File: src/rtl/conv_layer_scheduler_if.sv
// Master-FSM / MAC-engine facing bundle of the conv layer scheduler.
// The master modport is the scheduler side; slave is the engine/master-FSM side.
interface conv_layer_scheduler_if #(
    parameter int unsigned STATE_DATAWIDTH = 4,
    parameter int unsigned ADDR_W          = 16
);
    logic [STATE_DATAWIDTH-1:0] state;
    logic                       mac_req;
    logic                       mac_ack;
    logic [2:0]                 layer_id;
    logic [4:0]                 oc;
    logic [6:0]                 row;
    logic [6:0]                 col;
    logic [ADDR_W-1:0]          out_addr;
    logic                       busy;
    logic                       Conv_done;
    logic [31:0]                perf_cycles;
    logic [31:0]                perf_stall;

    modport master (
        input  state,
        input  mac_ack,
        output mac_req,
        output layer_id,
        output oc,
        output row,
        output col,
        output out_addr,
        output busy,
        output Conv_done,
        output perf_cycles,
        output perf_stall
    );

    modport slave (
        output state,
        output mac_ack,
        input  mac_req,
        input  layer_id,
        input  oc,
        input  row,
        input  col,
        input  out_addr,
        input  busy,
        input  Conv_done,
        input  perf_cycles,
        input  perf_stall
    );
endinterface

File: src/rtl/conv_layer_scheduler.sv
// Sequences the shared 3x3 MAC engine through the six conv layers in raster order.
// Optional performance counters are enabled with the SCHED_PERF_EN macro.
module conv_layer_scheduler #(
    parameter int unsigned STATE_DATAWIDTH = 4,
    parameter int unsigned ADDR_W          = 16,
    parameter int unsigned IMG_SIZE        = 80,
    parameter int unsigned CH1             = 4,
    parameter int unsigned CH2             = 8,
    parameter int unsigned CH3             = 16,
    parameter int unsigned CONV1_1_STATE   = 2,
    parameter int unsigned CONV1_2_STATE   = 3,
    parameter int unsigned CONV2_1_STATE   = 5,
    parameter int unsigned CONV2_2_STATE   = 6,
    parameter int unsigned CONV3_1_STATE   = 8,
    parameter int unsigned CONV3_2_STATE   = 9
) (
    input  logic                   clk,
    input  logic                   reset,
    conv_layer_scheduler_if.master bus
);
    localparam int unsigned SW = STATE_DATAWIDTH;

    localparam logic [2:0] ST_IDLE  = 3'd0;
    localparam logic [2:0] ST_LOAD  = 3'd1;
    localparam logic [2:0] ST_ISSUE = 3'd2;
    localparam logic [2:0] ST_DONE  = 3'd3;
    localparam logic [2:0] ST_HOLD  = 3'd4;

    localparam logic [SW-1:0] C11 = SW'(CONV1_1_STATE);
    localparam logic [SW-1:0] C12 = SW'(CONV1_2_STATE);
    localparam logic [SW-1:0] C21 = SW'(CONV2_1_STATE);
    localparam logic [SW-1:0] C22 = SW'(CONV2_2_STATE);
    localparam logic [SW-1:0] C31 = SW'(CONV3_1_STATE);
    localparam logic [SW-1:0] C32 = SW'(CONV3_2_STATE);

    localparam logic [6:0] SIDE1 = 7'(IMG_SIZE);
    localparam logic [6:0] SIDE2 = 7'(IMG_SIZE / 2);
    localparam logic [6:0] SIDE3 = 7'(IMG_SIZE / 4);
    localparam logic [4:0] LIM1  = 5'(CH1);
    localparam logic [4:0] LIM2  = 5'(CH2);
    localparam logic [4:0] LIM3  = 5'(CH3);

    logic [2:0]        fsm_q,      fsm_d;
    logic [SW-1:0]     cur_state_q, cur_state_d;
    logic [2:0]        layer_id_q, layer_id_d;
    logic [6:0]        side_q,     side_d;
    logic [4:0]        limit_q,    limit_d;
    logic [4:0]        oc_q,       oc_d;
    logic [6:0]        row_q,      row_d;
    logic [6:0]        col_q,      col_d;
    logic [ADDR_W-1:0] out_addr_q, out_addr_d;
    logic              mac_req_q,  mac_req_d;
    logic              busy_q,     busy_d;
    logic              done_q,     done_d;

    logic conv_hit_c;
    logic same_state_c;
    logic last_pix_c;
    logic col_wrap_c;
    logic row_wrap_c;

    assign conv_hit_c = (bus.state == C11) || (bus.state == C12) ||
                        (bus.state == C21) || (bus.state == C22) ||
                        (bus.state == C31) || (bus.state == C32);
    assign same_state_c = (bus.state == cur_state_q);
    assign col_wrap_c   = (col_q == 7'(side_q - 7'd1));
    assign row_wrap_c   = (row_q == 7'(side_q - 7'd1));
    assign last_pix_c   = col_wrap_c && row_wrap_c && (oc_q == 5'(limit_q - 5'd1));

    always_ff @(posedge clk or negedge reset) begin
        if (!reset) begin
            fsm_q       <= ST_IDLE;
            cur_state_q <= '0;
            layer_id_q  <= '0;
            side_q      <= '0;
            limit_q     <= '0;
            oc_q        <= '0;
            row_q       <= '0;
            col_q       <= '0;
            out_addr_q  <= '0;
            mac_req_q   <= 1'b0;
            busy_q      <= 1'b0;
            done_q      <= 1'b0;
        end else begin
            fsm_q       <= fsm_d;
            cur_state_q <= cur_state_d;
            layer_id_q  <= layer_id_d;
            side_q      <= side_d;
            limit_q     <= limit_d;
            oc_q        <= oc_d;
            row_q       <= row_d;
            col_q       <= col_d;
            out_addr_q  <= out_addr_d;
            mac_req_q   <= mac_req_d;
            busy_q      <= busy_d;
            done_q      <= done_d;
        end
    end

    // Next-state and registered-output logic; pulse outputs default low every cycle.
    always_comb begin
        fsm_d       = fsm_q;
        cur_state_d = cur_state_q;
        layer_id_d  = layer_id_q;
        side_d      = side_q;
        limit_d     = limit_q;
        oc_d        = oc_q;
        row_d       = row_q;
        col_d       = col_q;
        out_addr_d  = out_addr_q;
        mac_req_d   = 1'b0;
        busy_d      = 1'b0;
        done_d      = 1'b0;

        case (fsm_q)
            ST_IDLE: begin
                if (conv_hit_c) begin
                    cur_state_d = bus.state;
                    busy_d      = 1'b1;
                    fsm_d       = ST_LOAD;
                end
            end
            ST_LOAD: begin
                if (!same_state_c) begin
                    fsm_d = ST_IDLE;
                end else begin
                    case (cur_state_q)
                        C11:     begin layer_id_d = 3'd0; side_d = SIDE1; limit_d = LIM1; end
                        C12:     begin layer_id_d = 3'd1; side_d = SIDE1; limit_d = LIM1; end
                        C21:     begin layer_id_d = 3'd2; side_d = SIDE2; limit_d = LIM2; end
                        C22:     begin layer_id_d = 3'd3; side_d = SIDE2; limit_d = LIM2; end
                        C31:     begin layer_id_d = 3'd4; side_d = SIDE3; limit_d = LIM3; end
                        default: begin layer_id_d = 3'd5; side_d = SIDE3; limit_d = LIM3; end
                    endcase
                    oc_d       = '0;
                    row_d      = '0;
                    col_d      = '0;
                    out_addr_d = '0;
                    mac_req_d  = 1'b1;
                    busy_d     = 1'b1;
                    fsm_d      = ST_ISSUE;
                end
            end
            ST_ISSUE: begin
                if (!same_state_c) begin
                    fsm_d = ST_IDLE;
                end else begin
                    busy_d    = 1'b1;
                    mac_req_d = 1'b1;
                    if (mac_req_q && bus.mac_ack) begin
                        if (last_pix_c) begin
                            // Counters keep the final pixel's position.
                            mac_req_d = 1'b0;
                            done_d    = 1'b1;
                            fsm_d     = ST_DONE;
                        end else begin
                            out_addr_d = out_addr_q + ADDR_W'(1);
                            if (col_wrap_c) begin
                                col_d = '0;
                                if (row_wrap_c) begin
                                    row_d = '0;
                                    oc_d  = oc_q + 5'd1;
                                end else begin
                                    row_d = row_q + 7'd1;
                                end
                            end else begin
                                col_d = col_q + 7'd1;
                            end
                        end
                    end
                end
            end
            ST_DONE: begin
                fsm_d = ST_HOLD;
            end
            ST_HOLD: begin
                if (!same_state_c) begin
                    fsm_d = ST_IDLE;
                end
            end
            default: begin
                fsm_d = ST_IDLE;
            end
        endcase
    end

    assign bus.mac_req   = mac_req_q;
    assign bus.layer_id  = layer_id_q;
    assign bus.oc        = oc_q;
    assign bus.row       = row_q;
    assign bus.col       = col_q;
    assign bus.out_addr  = out_addr_q;
    assign bus.busy      = busy_q;
    assign bus.Conv_done = done_q;

`ifdef SCHED_PERF_EN
    localparam logic [31:0] PERF_MAX = '1;

    logic [31:0] perf_cycles_q, perf_cycles_d;
    logic [31:0] perf_stall_q,  perf_stall_d;

    always_ff @(posedge clk or negedge reset) begin
        if (!reset) begin
            perf_cycles_q <= '0;
            perf_stall_q  <= '0;
        end else begin
            perf_cycles_q <= perf_cycles_d;
            perf_stall_q  <= perf_stall_d;
        end
    end

    // The LOAD cycle itself is busy, so the cycle count restarts at one.
    always_comb begin
        perf_cycles_d = perf_cycles_q;
        perf_stall_d  = perf_stall_q;
        if (fsm_q == ST_LOAD) begin
            perf_cycles_d = 32'd1;
            perf_stall_d  = '0;
        end else begin
            if (busy_q && (perf_cycles_q != PERF_MAX)) begin
                perf_cycles_d = perf_cycles_q + 32'd1;
            end
            if (mac_req_q && !bus.mac_ack && (perf_stall_q != PERF_MAX)) begin
                perf_stall_d = perf_stall_q + 32'd1;
            end
        end
    end

    assign bus.perf_cycles = perf_cycles_q;
    assign bus.perf_stall  = perf_stall_q;
`else
    assign bus.perf_cycles = '0;
    assign bus.perf_stall  = '0;
`endif

endmodule

File: src/flat_wrapper.sv
// flat-port wrapper written by rule: the top's interface ports become plain ports
module conv_layer_scheduler_flat 
#(
    parameter int unsigned STATE_DATAWIDTH = 4,
    parameter int unsigned ADDR_W          = 16,
    parameter int unsigned IMG_SIZE        = 80,
    parameter int unsigned CH1             = 4,
    parameter int unsigned CH2             = 8,
    parameter int unsigned CH3             = 16,
    parameter int unsigned CONV1_1_STATE   = 2,
    parameter int unsigned CONV1_2_STATE   = 3,
    parameter int unsigned CONV2_1_STATE   = 5,
    parameter int unsigned CONV2_2_STATE   = 6,
    parameter int unsigned CONV3_1_STATE   = 8,
    parameter int unsigned CONV3_2_STATE   = 9
)
  (clk, reset, bus_state, bus_mac_ack, bus_mac_req, bus_layer_id, bus_oc, bus_row, bus_col, bus_out_addr, bus_busy, bus_Conv_done, bus_perf_cycles, bus_perf_stall);
  conv_layer_scheduler_if #(.STATE_DATAWIDTH(STATE_DATAWIDTH), .ADDR_W(ADDR_W)) bus_i ();
  input  logic clk;
  input  logic reset;
  input wire logic [$bits(bus_i.state)-1:0] bus_state;
  input wire logic [$bits(bus_i.mac_ack)-1:0] bus_mac_ack;
  output wire logic [$bits(bus_i.mac_req)-1:0] bus_mac_req;
  output wire logic [$bits(bus_i.layer_id)-1:0] bus_layer_id;
  output wire logic [$bits(bus_i.oc)-1:0] bus_oc;
  output wire logic [$bits(bus_i.row)-1:0] bus_row;
  output wire logic [$bits(bus_i.col)-1:0] bus_col;
  output wire logic [$bits(bus_i.out_addr)-1:0] bus_out_addr;
  output wire logic [$bits(bus_i.busy)-1:0] bus_busy;
  output wire logic [$bits(bus_i.Conv_done)-1:0] bus_Conv_done;
  output wire logic [$bits(bus_i.perf_cycles)-1:0] bus_perf_cycles;
  output wire logic [$bits(bus_i.perf_stall)-1:0] bus_perf_stall;
  assign bus_i.state = bus_state;
  assign bus_i.mac_ack = bus_mac_ack;
  assign bus_mac_req = bus_i.mac_req;
  assign bus_layer_id = bus_i.layer_id;
  assign bus_oc = bus_i.oc;
  assign bus_row = bus_i.row;
  assign bus_col = bus_i.col;
  assign bus_out_addr = bus_i.out_addr;
  assign bus_busy = bus_i.busy;
  assign bus_Conv_done = bus_i.Conv_done;
  assign bus_perf_cycles = bus_i.perf_cycles;
  assign bus_perf_stall = bus_i.perf_stall;
  conv_layer_scheduler #(.STATE_DATAWIDTH(STATE_DATAWIDTH), .ADDR_W(ADDR_W), .IMG_SIZE(IMG_SIZE), .CH1(CH1), .CH2(CH2), .CH3(CH3), .CONV1_1_STATE(CONV1_1_STATE), .CONV1_2_STATE(CONV1_2_STATE), .CONV2_1_STATE(CONV2_1_STATE), .CONV2_2_STATE(CONV2_2_STATE), .CONV3_1_STATE(CONV3_1_STATE), .CONV3_2_STATE(CONV3_2_STATE)) u_core (.clk(clk), .reset(reset), .bus(bus_i));
endmodule
File: config.mk
export PLATFORM = sky130hd
export DESIGN_NAME = conv_layer_scheduler_flat
export DESIGN_NICKNAME = d
export VERILOG_FILES = /design/src/rtl/conv_layer_scheduler_if.sv /design/src/rtl/conv_layer_scheduler.sv /design/src/flat_wrapper.sv
export SDC_FILE = /design/constraint.sdc
export NUM_CORES = 1
export LEC_CHECK = 0
export CAP_MARGIN = 20
export CORE_MARGIN = 2
export CORE_UTILIZATION = 51
export CTS_CLUSTER_DIAMETER = 150
export DETAILED_ROUTE_END_ITERATION = 16
export PLACE_DENSITY_LB_ADDON = 0.1
export SYNTH_ARGS = -nofsm -noshare
export SYNTH_HDL_FRONTEND = slang
export SYNTH_SLANG_ARGS = --single-unit
File: constraint.sdc
create_clock -name clk -period 6.8 [get_ports clk]
set_input_delay 1.36 -clock clk [delete_from_list [all_inputs] [get_ports clk]]
set_output_delay 1.36 -clock clk [all_outputs]
set_load 0.05 [all_outputs]
Word level (Yosys, flattened, before mapping)
Index checks and enable logic that the tools add are counted.
{"block": "totals", "regBits": 60, "latch_bits": 0, "mem_bits_rw": 0, "rom_bits": 0, "inputBits": 7, "word_cells": 111, "memories": 0}
{"block": "op_classes", "addsub": 6, "mul": 0, "div": 0, "order_cmp": 0, "n_eq_ne": 29, "shift": 0, "muxes": 45, "bitwise": 0, "reduce_logical": 19}
{"operator": "$mux 7", "n": 10}
{"operator": "$mux 16", "n": 4}
{"operator": "$pmux 7 s2", "n": 3}
{"operator": "$pmux 16 s2", "n": 1}
{"operator": "$mux 5", "n": 6}
{"operator": "$pmux 3 s5", "n": 2}
{"operator": "$pmux 5 s2", "n": 2}
{"operator": "$add 16x1->16 const B", "n": 1}
{"operator": "$eq 4x2->1 const B", "n": 4}
{"operator": "$eq 4x3->1 const B", "n": 4}
{"operator": "$mux 3", "n": 5}
{"operator": "$add 7x1->7 const B", "n": 2}
{"operator": "$eq 7x7->1", "n": 2}
{"operator": "$eq 4x4->1 const B", "n": 3}
{"operator": "$ne 2x1->1 const B", "n": 6}
{"operator": "$mux 1", "n": 9}
{"operator": "$reduce_and 7->1", "n": 1}
{"operator": "$sub 7x1->7 const B", "n": 1}
{"operator": "$eq 3x2->1 const B", "n": 2}
{"operator": "$ne 3x3->1 const B", "n": 2}
{"operator": "$reduce_and 6->1", "n": 1}
{"operator": "$reduce_or 2->1", "n": 3}
{"operator": "$add 5x1->5 const B", "n": 1}
{"operator": "$eq 5x5->1", "n": 1}
{"operator": "14 further kinds", "n": 23}

Logic depth before layout (Yosys ltp)
Gate-level depths: netlist (run 1).
{"block": "logic_depth", "word_depth": 8, "mapped_depth": 12, "depth_no_buf": 9}

Worst setup path before layout (run 1)
OpenSTA, ideal clock, no wires.
{"block": "synth_path", "kind": "input port to flip-flop", "startpoint": "in bus_state[2]", "endpoint": "reg u_core.out_addr_q[8] (netlist: u_core.bus.out_addr[8])", "setup_time_ns": 0.078, "t_arrival_ns": 2.910, "setup_slack_ns": 3.813, "path_stages": 6, "n_path_buf": 0, "cell_sequence": "xnor2_1 -> nand4_1 -> nor3_2 -> o2111ai_2 -> or4_1 -> a21oi_1"}
{"block": "synth_between", "elab_chain_cells": 3, "word_cells_on_any_way": 4}
{"element": "from (decl)", "line": "flat_wrapper.sv:21", "text": "input wire logic [$bits(bus_i.state)-1:0] bus_state;"}
{"element": "$eq 4x4->1 *", "line": "conv_layer_scheduler.sv:65", "text": "assign same_state_c = (bus.state == cur_state_q);"}
{"element": "$ne 2x1->1 (no line)"}
{"element": "$reduce_and 5->1 (no line) *"}
{"element": "to (signal assigned)", "line": "conv_layer_scheduler.sv:93", "text": "out_addr_q <= out_addr_d;"}
{"element": "to (decl)", "line": "conv_layer_scheduler.sv:51", "text": "logic [ADDR_W-1:0] out_addr_q, out_addr_d;"}
Every way passes the cells marked *; elsewhere a longest branch is shown, timed or not.
A chain may end at the register's enable or synchronous reset.

Worst setup path in the final report (run 1)
{"block": "layout_path", "startpoint": "in bus_state[1]", "endpoint": "reg u_core.row_q[6] (netlist: u_core.bus.row[6])"}
{"block": "layout_between", "elab_chain_cells": 3, "word_cells_on_any_way": 4}
{"element": "$eq 4x4->1 *", "line": "conv_layer_scheduler.sv:65"}
{"element": "$ne 2x1->1 (no line)"}
{"element": "$reduce_and 6->1 (no line) *"}
{"element": "to (signal assigned)", "line": "conv_layer_scheduler.sv:91", "text": "row_q <= row_d;"}
{"element": "to (decl)", "line": "conv_layer_scheduler.sv:49", "text": "logic [6:0] row_q, row_d;"}
Marked as above.

==> impl_metrics.json, run 1 <==
{
  "status": "finished, final reports clean",
  "synth_largest_area_cell": "dfrtp_1",
  "route.detailed.drc": 0,
  "worstSetupPathType": "in -> reg",
  "cp.arrival_ns": 3.79,
  "cts_tree": "yes",
  "min_period_ns": 3.56,
  "cts_root_buffer": "clkbuf_8",
  "path_max_fanout": 10,
  "dr.pass1.iters": 4,
  "ys_types": 53,
  "grt_setup_unrepaired": "false",
  "drv_cap": 0,
  "drt_iter0_drc": 137,
  "layout-drive-gt1-share": 0.0616,
  "grt_max_degree": 53,
  "leakage_uw": 0.00176,
  "relSlewSlack": 0.544,
  "final_design_area_no_fill_sq_mm": 0.00399,
  "start_util": 0.529,
  "setup.worst_path.start_class": "input port",
  "postCtsResizedCells": 0,
  "num_io_pins": 112,
  "hp-start": "u_core.bus.layer_id[0]",
  "n_antenna_cell": 0,
  "core-area_sq_mm": 0.00679,
  "cp-end-kind": "flop",
  "grt_pass1_wl_mm": 12.0,
  "synthAdderAreaFrac": 0.0209,
  "grt_overflow_total": 0,
  "htree_levels": 2,
  "postCtsHoldBufs": 0,
  "num_vias": 2826,
  "avgSynthCellArea_sq_um": 9.03,
  "hold_viol": 0,
  "synth_commonest_cells": "buf_4, dfrtp_1, nand2_1",
  "reg2reg_from": "u_core.limit_q[3]",
  "rows": 30,
  "synth_top_area_frac": 0.362,
  "ant_nets": 0,
  "path_clk_slew_ns": 0.09,
  "routedWlPerCell_um": 13.9,
  "tightest_slew_ns": 0.681,
  "antenna_found_initial": 0,
  "ys_seq_area_frac": 0.362,
  "setup_viol": 0,
  "syn_area_sq_mm": 0.00359,
  "dieArea_sq_mm": 0.00773,
  "critPathRequiredTime_ns": 7.04,
  "synth_area_leaders": "dfrtp_1, buf_4, xnor2_1",
  "grt_pass1_vias": 2457,
  "portBuffers": 47,
  "clock_skew_ns": 0.00639,
  "synthXorXnorAreaFrac": 0.0585,
  "post_cts_buffers": 0,
  "synth_most_common_cell": "buf_4",
  "hold_class": "reg -> reg",
  "globalplace.congestion": 0.767,
  "post-route-util": 0.587,
  "synth-seq-cells": 52,
  "die_x_um": 87.9,
  "worstSkewPairLatency_ns": 0.31,
  "place_area_sq_mm": 0.00386,
  "nets": 451,
  "synth_edf_count": 0,
  "setup_tns_ns": 0,
  "synth_flop_cell": "dfrtp_1",
  "async_flop_share": 1.00,
  "p_total_uw": 1010,
  "die-height_um": 87.9,
  "critical_path.startpoint": "bus_state[1]",
  "slew_viol_final": 0,
  "instances_no_fill": 534,
  "drt-vias-per-instance": 5.29,
  "clk_path_buf_depth": 2,
  "power.density_mw_per_mm2": 254,
  "yosys.area_share.simple": 0.224,
  "clock-sinks": 52,
  "wl_mm": 7.42,
  "synth_compound_area_frac": 0.138,
  "timing.final.crit_share": 0.523,
  "synth.area.mux_share": 0.0240,
  "syn_inst": 398,
  "nFillCells": 637,
  "dpl.hpwl_mm": 5.32,
  "peakVddDrop_uv": 199,
  "areaGrowthSynthToFinish_pct": 11.0,
  "grt_usage": 0.195,
  "cts_buffers": 5,
  "synth_top_family_by_area": "simple AND/OR/NAND/NOR gates",
  "max_freq_mhz": 281,
  "yosysWarnings": 0,
  "dp.cells": 527
}
==> worst max-delay path, cell delays in order <==
cell and delay [ns]:
clkdlybuf4s50_1 0.57, xnor2_1 0.15, nand4_1 0.31, or3_1 0.64
clkinv_2 0.15, nand2_1 0.06, nor4b_1 0.28, a31oi_1 0.12
a21oi_1 0.15
==> routing by layer <==
metal / routed length (um) / track usage / vias up
met3: 352 / 0.0302 / 9
met2: 3530 / 0.313 / 92
li1: - / - / 1361
met1: 3420 / 0.276 / 1364
met4: 110 / 0.0517 / 0
met5: 0 / 0 / -
==> worst paths after layout <==
| check | to | slack (ns) | depth (start not counted) |
|---|---|---|---|
| worst max-delay path | u_core.bus.row[6] | 3.24 | 9 |
| worst min-delay path | u_core.bus.layer_id[0] | 0.48 | 1 |
| worst max register to register | u_core.bus.col[2] | 3.77 | 9 |
| worst min register to register | u_core.bus.layer_id[0] | 0.48 | 1 |
| max in group asynchronous | u_core.bus.oc[2] | 5.20 | 2 |
| min in group asynchronous | u_core.bus.out_addr[7] | 1.17 | 2 |
==> through the flow <==
stage	hold WS [ns]	setup WS (ns)
global placement	0.461	3.03
global route	0.521	3.02
CTS	0.487	3.28
floorplan	0.519	3.81
finish	0.481	3.24
detailed placement	0.465	2.97
==> registers in the layout, indices dropped and copies added, names as in the netlist, 2 cells and up <==
register,flops
u_core.bus.col,7
u_core.bus.layer_id,3
u_core.bus.oc,5
u_core.bus.out_addr,16
u_core.bus.row,7
u_core.cur_state_q,4
u_core.fsm_q,3
u_core.limit_q,2
u_core.side_q,2
==> kinds of logic after synthesis <==
| group | Yosys count |
|---|---|
| AO/OA/AOI/OAI | 71 |
| buffers and inverters | 91 |
| AND/OR/NAND/NOR | 145 |
| adder cells (fa/ha/maj) | 6 |
| XOR/XNOR | 24 |
| multiplexers | 8 |
| flip-flops | 52 |
| other | 1 |
==> final cells by class <==
class	count	area [sq um]	area share
clock buffers	5	68.8	0.0173
clock inverters	2	60.1	0.0151
inverters	12	46.3	0.0116
multi-input cells	318	1910	0.479
flip-flops and latches	52	1300	0.326
well taps	96	120	0.0301
repair buffers	49	480	0.120
==> cells in the final DEF, fill, tap and decap left out, types with 10 or more instances in the layout <==
master	count
conb_1	64
dfrtp_1	52
clkdlybuf4s50_1	46
nand2_1	35
nand3_1	21
xnor2_1	17
nor2_1	17
a21oi_1	16
or4_1	14
o21ai_0	12
inv_1	11
nor3_1	11
o31ai_1	10
==> power by group <==
part           switching [uW]  internal (uW)
clock network             103            145
registers                48.9            341
logic                     242            132
total                     394            618
Note: power is estimated with default switching activity, not from simulation.
==> run 2, diff against run 1 <==
--- a/config.mk
+++ b/config.mk
@@ -7,7 +7,7 @@
 export LEC_CHECK = 0
 export CAP_MARGIN = 20
 export CORE_MARGIN = 2
-export CORE_UTILIZATION = 51
+export CORE_UTILIZATION = 47
 export CTS_CLUSTER_DIAMETER = 150
 export DETAILED_ROUTE_END_ITERATION = 16
 export PLACE_DENSITY_LB_ADDON = 0.1
==> constraint.sdc (replaced) <==
create_clock -name clk -period 3.3 [get_ports clk]
set_input_delay 0.66 -clock clk [delete_from_list [all_inputs] [get_ports clk]]
set_output_delay 0.66 -clock clk [all_outputs]
set_load 0.05 [all_outputs]
==> run 2 against run 1 <==
  * Global-route usage decreased by 1.3 points
  * Combinational power up 110%
  * Non-clock buffer count rose by 6
  * Via count is 1.9% lower
  * Clock-buffer cell count did not move
  * Largest cell class unchanged
  * Die area is 8.1% higher
  * Largest power group is now combinational logic
  * Critical path type is now reg -> reg
  * Highest routed layer unchanged
==> impl_metrics.json, run 2 (same netlist as run 1, synthesis figures left out) <==
{
  "crit_chain": "inv_1 > ha_1 > nor3b_2 > nand2_1 > o32a_4 > or3_4 > o21ai_4 > mux2i_1 > nor3_1",
  "route.detailed.drc": 0,
  "post-route-util": 0.555,
  "cpPeakStageDelay_ns": 0.58,
  "postCtsResizedCells": 0,
  "power.density_mw_per_mm2": 534,
  "cts_tree": "yes",
  "dr.pass1.iters": 4,
  "max_freq_mhz": 342,
  "p_total_uw": 2170,
  "met3_usage": 0.0357,
  "globalplace.congestion": 0.841,
  "dp.cells": 536,
  "cp.arrival_ns": 3.11,
  "postCtsHoldBufs": 0,
  "grt_setup_unrepaired": "false",
  "path_clk_slew_ns": 0.10,
  "cp-end-kind": "flop",
  "clk_path_buf_depth": 2,
  "setup_viol": 0,
  "grt_pass1_wl_mm": 12.4,
  "instances_no_fill": 544,
  "portBuffers": 47,
  "num_io_pins": 112,
  "n_antenna_cell": 0,
  "tightest_slew_ns": 0.682,
  "core-area_sq_mm": 0.00733,
  "status": "finished, final reports clean",
  "die-height_um": 91.4,
  "setup_tns_ns": 0,
  "routedWlPerCell_um": 13.5,
  "cts_buffers": 5,
  "grtUsageMet1": 0.249,
  "cts_root_buffer": "clkbuf_8",
  "final_cell_mix": "conb_1, dfrtp_1, clkdlybuf4s50_1",
  "rows": 31,
  "nFillCells": 675,
  "dieArea_sq_mm": 0.00836,
  "largest_reg_flops": 16,
  "relSlewSlack": 0.544,
  "drt_iter0_drc": 157,
  "layout-drive-gt1-share": 0.0764,
  "clock-sinks": 52,
  "peakVddDrop_uv": 305,
  "critPathRequiredTime_ns": 3.48,
  "leakage_uw": 0.00181,
  "dpl.hpwl_mm": 5.49,
  "wl_mm": 7.32,
  "hold_viol": 0,
  "final_common_cell": "conb_1",
  "post_cts_buffers": 0,
  "drt-vias-per-instance": 5.10,
  "nets": 457,
  "setup.worst_path.start_class": "flop",
  "worstSetupPathType": "reg -> reg",
  "grt_max_degree": 33,
  "timing.final.crit_share": 0.886,
  "grt_overflow_total": 0,
  "antenna_found_initial": 0,
  "grt.met2_usage": 0.296,
  "crit_path_top_delay_cell": "o21ai_4",
  "num_vias": 2772,
  "drv_cap": 0,
  "top_usage_layer": "met2",
  "areaGrowthSynthToFinish_pct": 13.2,
  "ant_nets": 0,
  "slew_viol_final": 0,
  "grt_pass1_vias": 2506,
  "clock_skew_ns": 0.00740,
  "path_max_fanout": 32,
  "start_util": 0.490,
  "worstSkewPairLatency_ns": 0.31,
  "grt_usage": 0.182,
  "min_period_ns": 2.92,
  "die_x_um": 91.4,
  "htree_levels": 2,
  "hold_class": "in -> async"
}
-- run 2: cell count changes in the layout (fill, tap and decap cells not counted), sizes merged --
| cell | delta |
|---|---|
| bufinv | +1 |
| buf | +6 |
-- run 2: layer usage --
layer  vias up  wire, um
li1       1377         -
met1      1323      3400
met2        70      3570
met3         2       311
met4         0        37
met5         -         0
-- run 2: worst paths after layout --
check                                    endpoint  cells past startpoint                   start  slack, ns
setup / recovery                u_core.bus.col[2]                      9        u_core.side_q[2]       0.38
hold / removal             u_core.bus.out_addr[7]                      1                   reset       0.34
setup reg to reg                u_core.bus.col[2]                      9        u_core.side_q[2]       0.38
hold reg to reg            u_core.bus.layer_id[1]                      1  u_core.bus.layer_id[1]       0.49
max in group asynchronous        u_core.bus.oc[1]                      2                   reset       2.18
min in group clk           u_core.bus.layer_id[1]                      1  u_core.bus.layer_id[1]       0.49
-- run 2: layout make-up --
| cell class | count | area, sq um | area share |
|---|---|---|---|
| clock buffers | 5 | 68.8 | 0.0169 |
| clock inverters | 3 | 90.1 | 0.0222 |
| inverters | 12 | 46.3 | 0.0114 |
| multi-input cells | 318 | 1910 | 0.470 |
| flip-flops and latches | 52 | 1300 | 0.320 |
| well taps | 99 | 124 | 0.0305 |
| repair buffers | 55 | 526 | 0.129 |
-- run 2: through the flow --
| step | area, sq um | worst slack, ns | hold slack [ns] |
|---|---|---|---|
| global placement | 3910 | 0.353 | 0.461 |
| floorplan | 3830 | 0.760 | 0.364 |
| global route | 4070 | 0.0778 | 0.386 |
| finish | 4070 | 0.376 | 0.337 |
| detailed placement | 3910 | 0.270 | 0.465 |
| CTS | 4070 | 0.353 | 0.353 |
-- run 2: power by group --
group	internal (uW)	switching [uW]	total, uW
registers	703	84.8	788
logic	283	507	790
clock network	379	216	595
total	1370	808	2170
-- run 2: critical path, delay by kind of cell, from the launching register on --
family / cells / cell delay [ns]
AOI/OAI and AO/OA: 2 / 0.83
and+or+nand+nor: 4 / 0.87
DFF: 1 / 0.41
muxes: 1 / 0.26
adders and majority gates: 1 / 0.28
buffers and inverters: 1 / 0.16
